File: config.mk
export PLATFORM = sky130hd
export DESIGN_NAME = uart_tx
export DESIGN_NICKNAME = d
export VERILOG_FILES = /design/src/rtl/uart_tx.sv
export SDC_FILE = /design/constraint.sdc
export NUM_CORES = 1
export LEC_CHECK = 0
export BUFFER_PORTS_ARGS = -buffer_cell sky130_fd_sc_hd__buf_2
export CORE_UTILIZATION = 40
export CTS_CLUSTER_DIAMETER = 30
export DETAILED_ROUTE_END_ITERATION = 10
export PLACE_DENSITY_LB_ADDON = 0.12
export SKIP_LAST_GASP = 1
export SLEW_MARGIN = 5
export SYNTH_ARGS = -nofsm -noshare
export SYNTH_HDL_FRONTEND = slang
export SYNTH_SLANG_ARGS = --single-unit
File: constraint.sdc
create_clock -name clk -period 5.4 [get_ports clk]
set_clock_uncertainty 0.1 [all_clocks]
set_input_delay 0.27 -clock clk [delete_from_list [all_inputs] [get_ports clk]]
set_output_delay 0.27 -clock clk [all_outputs]
set_load 0.03 [all_outputs]
File: src/rtl/uart_tx.sv
//------------------------------------------------------------------------------
// uart_tx
//
// Purpose:
//   UART transmitter. It serialises one byte per accepted request into a frame
//   of one start bit, eight data bits sent LSB first, an optional parity bit
//   and one or two stop bits. Each serial bit lasts CLKS_PER_BIT system clocks.
//
// Parameters:
//   CLKS_PER_BIT  clock cycles per serial bit (>= 1)
//   PARITY_EN     1 = append a parity bit after the data bits
//   PARITY_ODD    parity sense when PARITY_EN = 1 (0 = even, 1 = odd)
//   STOP_BITS     number of stop bits (1 or 2)
//
// Ports:
//   clk   in   system clock; all logic runs on the rising edge
//   rst   in   asynchronous reset, active low
//   send  in   transmit request, sampled on the rising edge
//   data  in   byte to transmit, sampled only when send is accepted
//   busy  out  high while a frame is in progress
//   tx    out  serial line, idles high, driven straight from a flop
//------------------------------------------------------------------------------
module uart_tx #(
    parameter int unsigned CLKS_PER_BIT = 1,
    parameter bit          PARITY_EN    = 1'b0,
    parameter bit          PARITY_ODD   = 1'b0,
    parameter int unsigned STOP_BITS    = 1
) (
    input  logic       clk,
    input  logic       rst,
    input  logic       send,
    input  logic [7:0] data,
    output logic       busy,
    output logic       tx
);

    // The counter can hold CLKS_PER_BIT itself, so it is never zero width.
    // This also covers CLKS_PER_BIT = 1.
    localparam int unsigned      CNT_W    = $clog2(CLKS_PER_BIT + 1);
    localparam logic [CNT_W-1:0] CNT_LAST = CNT_W'(CLKS_PER_BIT - 1);

    // Index of the final stop bit. It is 0 for one stop bit and 1 for two.
    localparam logic STOP_LAST = (STOP_BITS == 2);

    localparam logic [2:0] ST_IDLE   = 3'd0;
    localparam logic [2:0] ST_START  = 3'd1;
    localparam logic [2:0] ST_DATA   = 3'd2;
    localparam logic [2:0] ST_PARITY = 3'd3;
    localparam logic [2:0] ST_STOP   = 3'd4;

    logic [2:0]       state_q,    state_d;
    logic [CNT_W-1:0] cnt_q,      cnt_d;
    logic [2:0]       bit_idx_q,  bit_idx_d;
    logic             stop_idx_q, stop_idx_d;
    logic [7:0]       shift_q,    shift_d;
    logic             parity_q,   parity_d;
    logic             tx_q,       tx_d;
    logic             busy_q,     busy_d;

    logic             bit_done;
    logic             accept;

    // The current serial bit has been held for its full bit period.
    assign bit_done = (cnt_q == CNT_LAST);

    always_comb begin
        // NOTE: every signal gets a default before the case statement. A
        // signal that some path leaves unassigned would infer a latch.
        state_d    = state_q;
        cnt_d      = cnt_q;
        bit_idx_d  = bit_idx_q;
        stop_idx_d = stop_idx_q;
        shift_d    = shift_q;
        parity_d   = parity_q;
        accept     = 1'b0;

        // The bit-period counter wraps at the end of every serial bit.
        // It stays cleared while idle.
        if (state_q != ST_IDLE) begin
            cnt_d = bit_done ? '0 : cnt_q + CNT_W'(1);
        end

        case (state_q)
            ST_IDLE: begin
                accept = send;
            end

            ST_START: begin
                if (bit_done) begin
                    state_d   = ST_DATA;
                    bit_idx_d = 3'd0;
                end
            end

            ST_DATA: begin
                if (bit_done) begin
                    if (bit_idx_q == 3'd7) begin
                        state_d    = PARITY_EN ? ST_PARITY : ST_STOP;
                        stop_idx_d = 1'b0;
                    end else begin
                        bit_idx_d = bit_idx_q + 3'd1;
                        shift_d   = {1'b0, shift_q[7:1]};
                    end
                end
            end

            ST_PARITY: begin
                if (bit_done) begin
                    state_d    = ST_STOP;
                    stop_idx_d = 1'b0;
                end
            end

            ST_STOP: begin
                if (bit_done) begin
                    if (stop_idx_q == STOP_LAST) begin
                        // The last cycle of the final stop bit also accepts
                        // send. A held request therefore puts the next start
                        // bit directly after the stop bit, with no idle
                        // cycle, and busy does not drop between frames.
                        state_d = ST_IDLE;
                        accept  = send;
                    end else begin
                        stop_idx_d = 1'b1;
                    end
                end
            end

            default: begin
                state_d = ST_IDLE;
            end
        endcase

        // The byte is read only in the accepting cycle. A stray or X value
        // on data at any other time cannot reach the line.
        if (accept) begin
            state_d  = ST_START;
            cnt_d    = '0;
            shift_d  = data;
            parity_d = (^data) ^ PARITY_ODD;
        end
    end

    // tx and busy are decoded from the next state and stored in flops. The
    // pin then changes in the same cycle as the state, with no decode glitches.
    always_comb begin
        tx_d = 1'b1;
        case (state_d)
            ST_IDLE:   tx_d = 1'b1;
            ST_START:  tx_d = 1'b0;
            ST_DATA:   tx_d = shift_d[0];
            ST_PARITY: tx_d = parity_d;
            ST_STOP:   tx_d = 1'b1;
            default:   tx_d = 1'b1;
        endcase
        busy_d = (state_d != ST_IDLE);
    end

    // NOTE: the datapath flops (shift, parity) are reset along with the
    // control flops, so no X can reach tx after reset.
    always_ff @(posedge clk or negedge rst) begin
        if (!rst) begin
            state_q    <= ST_IDLE;
            cnt_q      <= '0;
            bit_idx_q  <= 3'd0;
            stop_idx_q <= 1'b0;
            shift_q    <= 8'h00;
            parity_q   <= 1'b0;
            tx_q       <= 1'b1;
            busy_q     <= 1'b0;
        end else begin
            // NOTE: sequential state uses non-blocking assignments. All flops
            // then update together from values computed before the edge.
            state_q    <= state_d;
            cnt_q      <= cnt_d;
            bit_idx_q  <= bit_idx_d;
            stop_idx_q <= stop_idx_d;
            shift_q    <= shift_d;
            parity_q   <= parity_d;
            tx_q       <= tx_d;
            busy_q     <= busy_d;
        end
    end

    assign tx   = tx_q;
    assign busy = busy_q;

endmodule

==> results.cfg, run 1 <==
[die]
dieArea_mm2 = 0.00196
die_x_um = 44.3
start_util_pct = 44.9
num_io_pins = 13
core_region_area_mm2 = 0.00159
num_rows = 14
die_y_um = 44.3

[critical_path]
worst-path-max-fanout = 9
worstPathArrival_ns = 2.05
end_kind = flop
reg2reg_slack_ns = 3.42
crit_type = reg -> reg
critical_path_required_ns = 5.47
start_kind = flop

[cells_and_area]
nFillCells = 159
instances_no_fill = 105
syn_to_final_growth_pct = 16.3
multi_input_area_um2 = 300
regArea_um2 = 402
drive_gt1_share_pct = 23.5
final_area_um2 = 832
n_antenna_cell = 0
fin_nets = 95

[clock_network]
clk_pin_slew_ns = 0.09
cts_tree = yes
clock_sinks = 16
cts_buffers = 3
clkLatencyLatePin_ns = 0.29
cts_resized = 0
post_cts_buffers = 0
clockBufferDepth = 2
cts_htree_levels = 1
holdBufCountCts = 1
clockRootBuffer = clkbuf_4

[pwr]
p_sw_share_pct = 38.9
switchingPower_w = 0.000180
power_frac_clock_pct = 14.4
power.density_mw_per_mm2 = 556
peakVddDrop_mv = 0.241
p_comb_share_pct = 38.7
totalPowerFinal_w = 0.000463
seq_power_share_pct = 46.9
intPower_w = 0.000283
p_leak_nw = 0.409

[routing]
first_pass_iters = 4
wl_um = 1240
drt_iter0_markers = 11
vias_per_cell = 4.85
drcViolationCount = 0
vias = 509
wl_per_cell_um = 11.8
antenna_left = 0

[timing]
maxSlewViolCount = 0
rsz0062_at_grt = false
min_period_over_period_pct = 36.7
max_slew_margin_pct = 47.2
clock.fmax_mhz = 505
max_slew.worst_pin.slew_ns = 0.788
fin_crit_ns = 1.98
setup-violations-final = 0
fin_tns_setup_ns = 0
hold_viol = 0

[hold_path]
hp-class = in -> reg

[yosys]
postSynthCellCount = 66
synth_fp_nets = 79
yosys-top-cells-area = dfrtp_1, nand2_1, a22oi_1
synthArstFlopShare_pct = 100
post_synth_num_cell_types = 20
synth_edf_count = 0
synth_common_cells = nand2_1, dfrtp_1, a22oi_1, nor2_1
postSynthAreaPerCell_um2 = 10.8
yosysSeqAreaShare_pct = 56.1
yosys.area.top_type_share_pct = 52.4
synthFlopType = dfrtp_1
synth_seq_cells = 16
netlist_area_um2 = 716
yosysMostFrequentCell = nand2_1
synth.largest_area_cell = dfrtp_1
yosysWarnings = 0

[placed_design]
place_inst = 100
place_congestion = 0.736
dpl_cell_area_um2 = 796
dp_hpwl_um = 887
port_buffers = 12

[grt]
grt_pass1_wl_um = 2100
grt_use_total_pct = 15.6
grt_use_met2_pct = 20.9
antenna_found_initial = 0
met3_usage_pct = 4.90
grt_max_degree = 17
grt_pass1_vias = 491
met1_usage_pct = 22.0
grt_remaining_overflow = 0
busiest_layer = met1

[outcome]
run_status = finished clean

[flow_run]
drv_cap = 0
[layout make-up]
cell class	instances	area share (%)
Clock buffer	4	3.16
Inverter	1	0.451
Multi-Input combinational cell	47	36.1
Sequential cell	16	48.3
Tap cell	24	3.61
Timing Repair Buffer	13	8.42
[placed cells by master, fill, tap and decap left out, drive strengths merged, types with 3 or more instances in the layout]
cell type and n:
nor2 5, buf 12, nand2 16, dfrtp 15, clkbuf 4, o21ai 4
a22oi 6, mux2i 3
[registers in the layout, indices dropped and copies added (netlist names)]
name / flops
state_q: 3
tx: 1
bit_idx_q: 3
busy: 1
shift_q: 8
[critical path, cell delays in order, from the launching register on]
cell and delay, ns:
dfrtp_1 0.40, ha_1 0.20, ha_1 0.22, nor4b_4 0.54, nor2_1 0.21, nand2_1 0.13, nand2_1 0.06
[per-stage QoR]
step	util, %	worst slack, ns	hold WS (ns)
finish	52.2	3.42	0.0755
global route	52.2	3.26	0.0721
global placement	49.9	3.47	0.100
detailed placement	49.9	3.44	0.102
floorplan	-	3.64	-0.126
CTS	52.2	3.42	0.0696
[power groups by stage]
stage / logic, W / clock network, W / registers [W]
after CTS: 0.000180 / 0.0000688 / 0.000218
after global placement: 0.000178 / 0 / 0.000221
final: 0.000179 / 0.0000666 / 0.000217
after floorplan: 0.000134 / 0 / 0.000222
after global routing: 0.000206 / 0.0000743 / 0.000225
after detailed placement: 0.000180 / 0 / 0.000221
[kinds of logic after synthesis]
logic type	after synthesis	share of synthesized area (%)
simple gates	28	20.5
flops	16	56.1
compound gates	13	12.2
mux	4	5.77
buf+inv	3	1.92
fa+ha+maj	2	3.50
[worst paths after layout]
kind | startpoint | to | cells past startpoint
setup / recovery | bit_idx_q[0] | shift_q[6] | 6
hold / removal | data[7] | shift_q[7] | 3
setup reg to reg | bit_idx_q[0] | shift_q[6] | 6
hold reg to reg | bit_idx_q[0] | bit_idx_q[0] | 1
max in group asynchronous | rst | tx | 2
min in group asynchronous | rst | state_q[0] | 2
[metal layers]
layer	share of wire [%]	vias to the layer above	wire, um
li1	-	261	-
met1	52	231	649
met2	42	13	522
met3	3.8	4	47
met4	1.9	0	23
met5	0	-	0
No activity file was read; power rests on OpenSTA's default activity.
==> run 2, diff against run 1 <==
ABC_AREA = 1   (was unset)
clock period = 1.7 ns   (was 5.4 ns; I/O delays follow)
==> results.cfg, run 2 <==
[routing]
drcViolationCount = 0
vias_per_cell = 4.41
vias = 556
wl_per_cell_um = 10.2
drt_iter0_markers = 5
antenna_left = 0
first_pass_iters = 4
wl_um = 1290

[yosys]
synthFlopType = dfrtp_1
synth_fp_nets = 90
yosysSeqAreaShare_pct = 51.8
synth_seq_cells = 16
yosys-top-cells-area = dfrtp_1, nand2_4, inv_1
synth_edf_count = 0
yosys.area_share.simple_pct = 26.6
postSynthAreaPerCell_um2 = 10.1
synth.largest_area_cell = dfrtp_1
synthAdderAreaFrac_pct = 3.23
yosysMostFrequentCell = dfrtp_1
synth_top_family_by_area = simple AND/OR/NAND/NOR gates
synth_compound_area_share_pct = 8.39
postSynthCellCount = 77
synth_common_cells = dfrtp_1, inv_1, nand2_1, nand3_1, nand2_4
synth_xor_area_share_pct = 0
yosys.area.top_type_share_pct = 48.4
yosysWarnings = 0
synthArstFlopShare_pct = 100
netlist_area_um2 = 776
post_synth_num_cell_types = 20
synthMuxAreaShare_pct = 0

[critical_path]
slowest_stage = dfrtp_1
worst-path-max-fanout = 9
end_kind = flop
critical_path_required_ns = 1.76
r2r_start = bit_idx_q[0]
start_kind = flop
rr_endpoint = shift_q[6]
cp_cell_sequence = ha_1, ha_1, nor2_4, nand2_4, nand2_4, inv_4, nand2_1, o221ai_1
reg2regPathDepth = 8
reg2reg_slack_ns = 0.1
crit_path_max_incr_delay_ns = 0.41
path_buf_inv = 1
worstPathArrival_ns = 1.66
crit_type = reg -> reg
crit_family = adder cells

[pwr]
p_leak_nw = 0.515
peakVddDrop_mv = 0.720
power.density_mw_per_mm2 = 1620

[clock_network]
clock_sinks = 16
clockBufferDepth = 2
clockRootBuffer = clkbuf_4
cts_htree_levels = 1
cts_tree = yes
clk_pin_slew_ns = 0.10
clkLatencyLatePin_ns = 0.29
cts_buffers = 3

[timing]
setup-violations-final = 0
hold_viol = 0
fin_tns_setup_ns = 0
max_slew.worst_pin.slew_ns = 0.354
rsz0062_at_grt = false
fin_crit_ns = 1.60
maxSlewViolCount = 0
max_slew_margin_pct = 76.4
clock.fmax_mhz = 624
min_period_over_period_pct = 94.3

[hold_path]
min-delay-start = data[6]
hold_end = shift_q[6]
hp-class = in -> reg
hold_depth = 3

[cells_and_area]
syn_to_final_growth_pct = 25.6
mostFrequentLayoutCell = dfrtp_1
regMostFlops = shift_q
largest_reg_flops = 8
reg.largest.list = shift_q: 8 flops, bit_idx_q: 3 flops, state_q: 3 flops
drive_gt1_share_pct = 31.7
fin_util_pct = 55.2
n_antenna_cell = 0
final_cell_mix = dfrtp_1, inv_1, nand2_1, buf_2, dlygate4sd3_1
fin_nets = 115
final_area_um2 = 975

[grt]
antenna_found_initial = 0
grt_max_degree = 17
grt_remaining_overflow = 0
grt_pass1_vias = 534
grt_use_total_pct = 15.9
grt_pass1_wl_um = 2230

[die]
num_io_pins = 13
die_y_um = 46.0
start_util_pct = 44.0
die_x_um = 46.0
num_rows = 15
dieArea_mm2 = 0.00212
core_region_area_mm2 = 0.00176

[flow_run]
drv_cap = 0

[placed_design]
dp_hpwl_um = 909
port_buffers = 12
place_congestion = 0.765
dpl_cell_area_um2 = 856

[outcome]
run_status = finished clean
-- run 2: cell count changes after synthesis, moves of 2 or more --
| cell | previous run | this run |
|---|---|---|
| o211ai_1 | 0 | 3 |
| o221ai_1 | 0 | 3 |
| or3_1 | 2 | 0 |
| nand2_4 | 0 | 5 |
| nand2b_1 | 2 | 0 |
| buf_2 | 2 | 0 |
| mux2i_1 | 3 | 0 |
| nand2_1 | 16 | 12 |
| nand2_2 | 0 | 4 |
| a22oi_1 | 6 | 0 |
| nand3_1 | 0 | 6 |
| inv_1 | 1 | 12 |
-- run 2: worst max-delay path by stage --
| stage | from | to | cells after the start | slack, ns |
|---|---|---|---|---|
| detailed placement | bit_idx_q[0] | shift_q[6] | 8 | 0.03 |
| global route | bit_idx_q[0] | shift_q[6] | 8 | 0.005 |
| floorplan | bit_idx_q[0] | tx | 10 | 0.18 |
| finish | bit_idx_q[0] | shift_q[6] | 8 | 0.1 |
| CTS | bit_idx_q[0] | shift_q[6] | 8 | 0.02 |
| global placement | bit_idx_q[0] | shift_q[6] | 8 | 0.1 |
-- run 2: report_power, final --
part	switching [W]	internal [W]
sequential	0.0000963	0.000560
combinational	0.000441	0.000268
clock	0.000120	0.0000912
total	0.000657	0.000919
-- run 2: tightest hold or removal path, delay by kind of cell --
family,cells,cell delay (ns)
buffers and inverters,2,0.14
AO/OA/AOI/OAI,1,0.12
-- run 2: what timing repair did --
item / 4_1_cts / 5_1_grt
hold endpoints to repair: 23 / 0
setup endpoints to repair: 0 / 7
resized for setup: 0 / 1
setup buffers: 0 / 1
hold buffers: 8 / 0
-- run 2: cells by family (layout without fill, tap and decap cells) --
kind of cell	Yosys count	after routing
adder cells (fa/ha/maj)	2	2
AND/OR/NAND/NOR	34	34
AO/OA/AOI/OAI	9	9
flip-flops	16	16
buffers and inverters	16	40
-- run 2: area by class of cell --
class | count | area (um2)
Fill cell | 173 | 790
Sequential cell | 16 | 402
Multi-Input combinational cell | 45 | 302
Timing Repair Buffer | 21 | 148
Inverter | 15 | 66.3
Tap cell | 25 | 31.3
Clock buffer | 4 | 26.3
-- run 2: through the flow --
stage	hold WS [ns]	total power (W)	std cells	setup slack (ns)
after floorplan	-0.311	0.00122	77	0.179
after global routing	0.0239	0.00172	126	0.00539
final	0.0138	0.00158	126	0.0962
after CTS	0.0127	0.00159	125	0.0233
after global placement	-0.0776	0.00135	113	0.0997
after detailed placement	-0.0833	0.00136	113	0.0274
-- run 2: routing by layer --
metal	GRT usage, %	up-vias	share of wire (%)
li1	-	296	-
met1	19.1	247	48
met2	25.1	11	48
met3	3.57	2	2.9
met4	10.6	0	0.93
met5	0	-	0
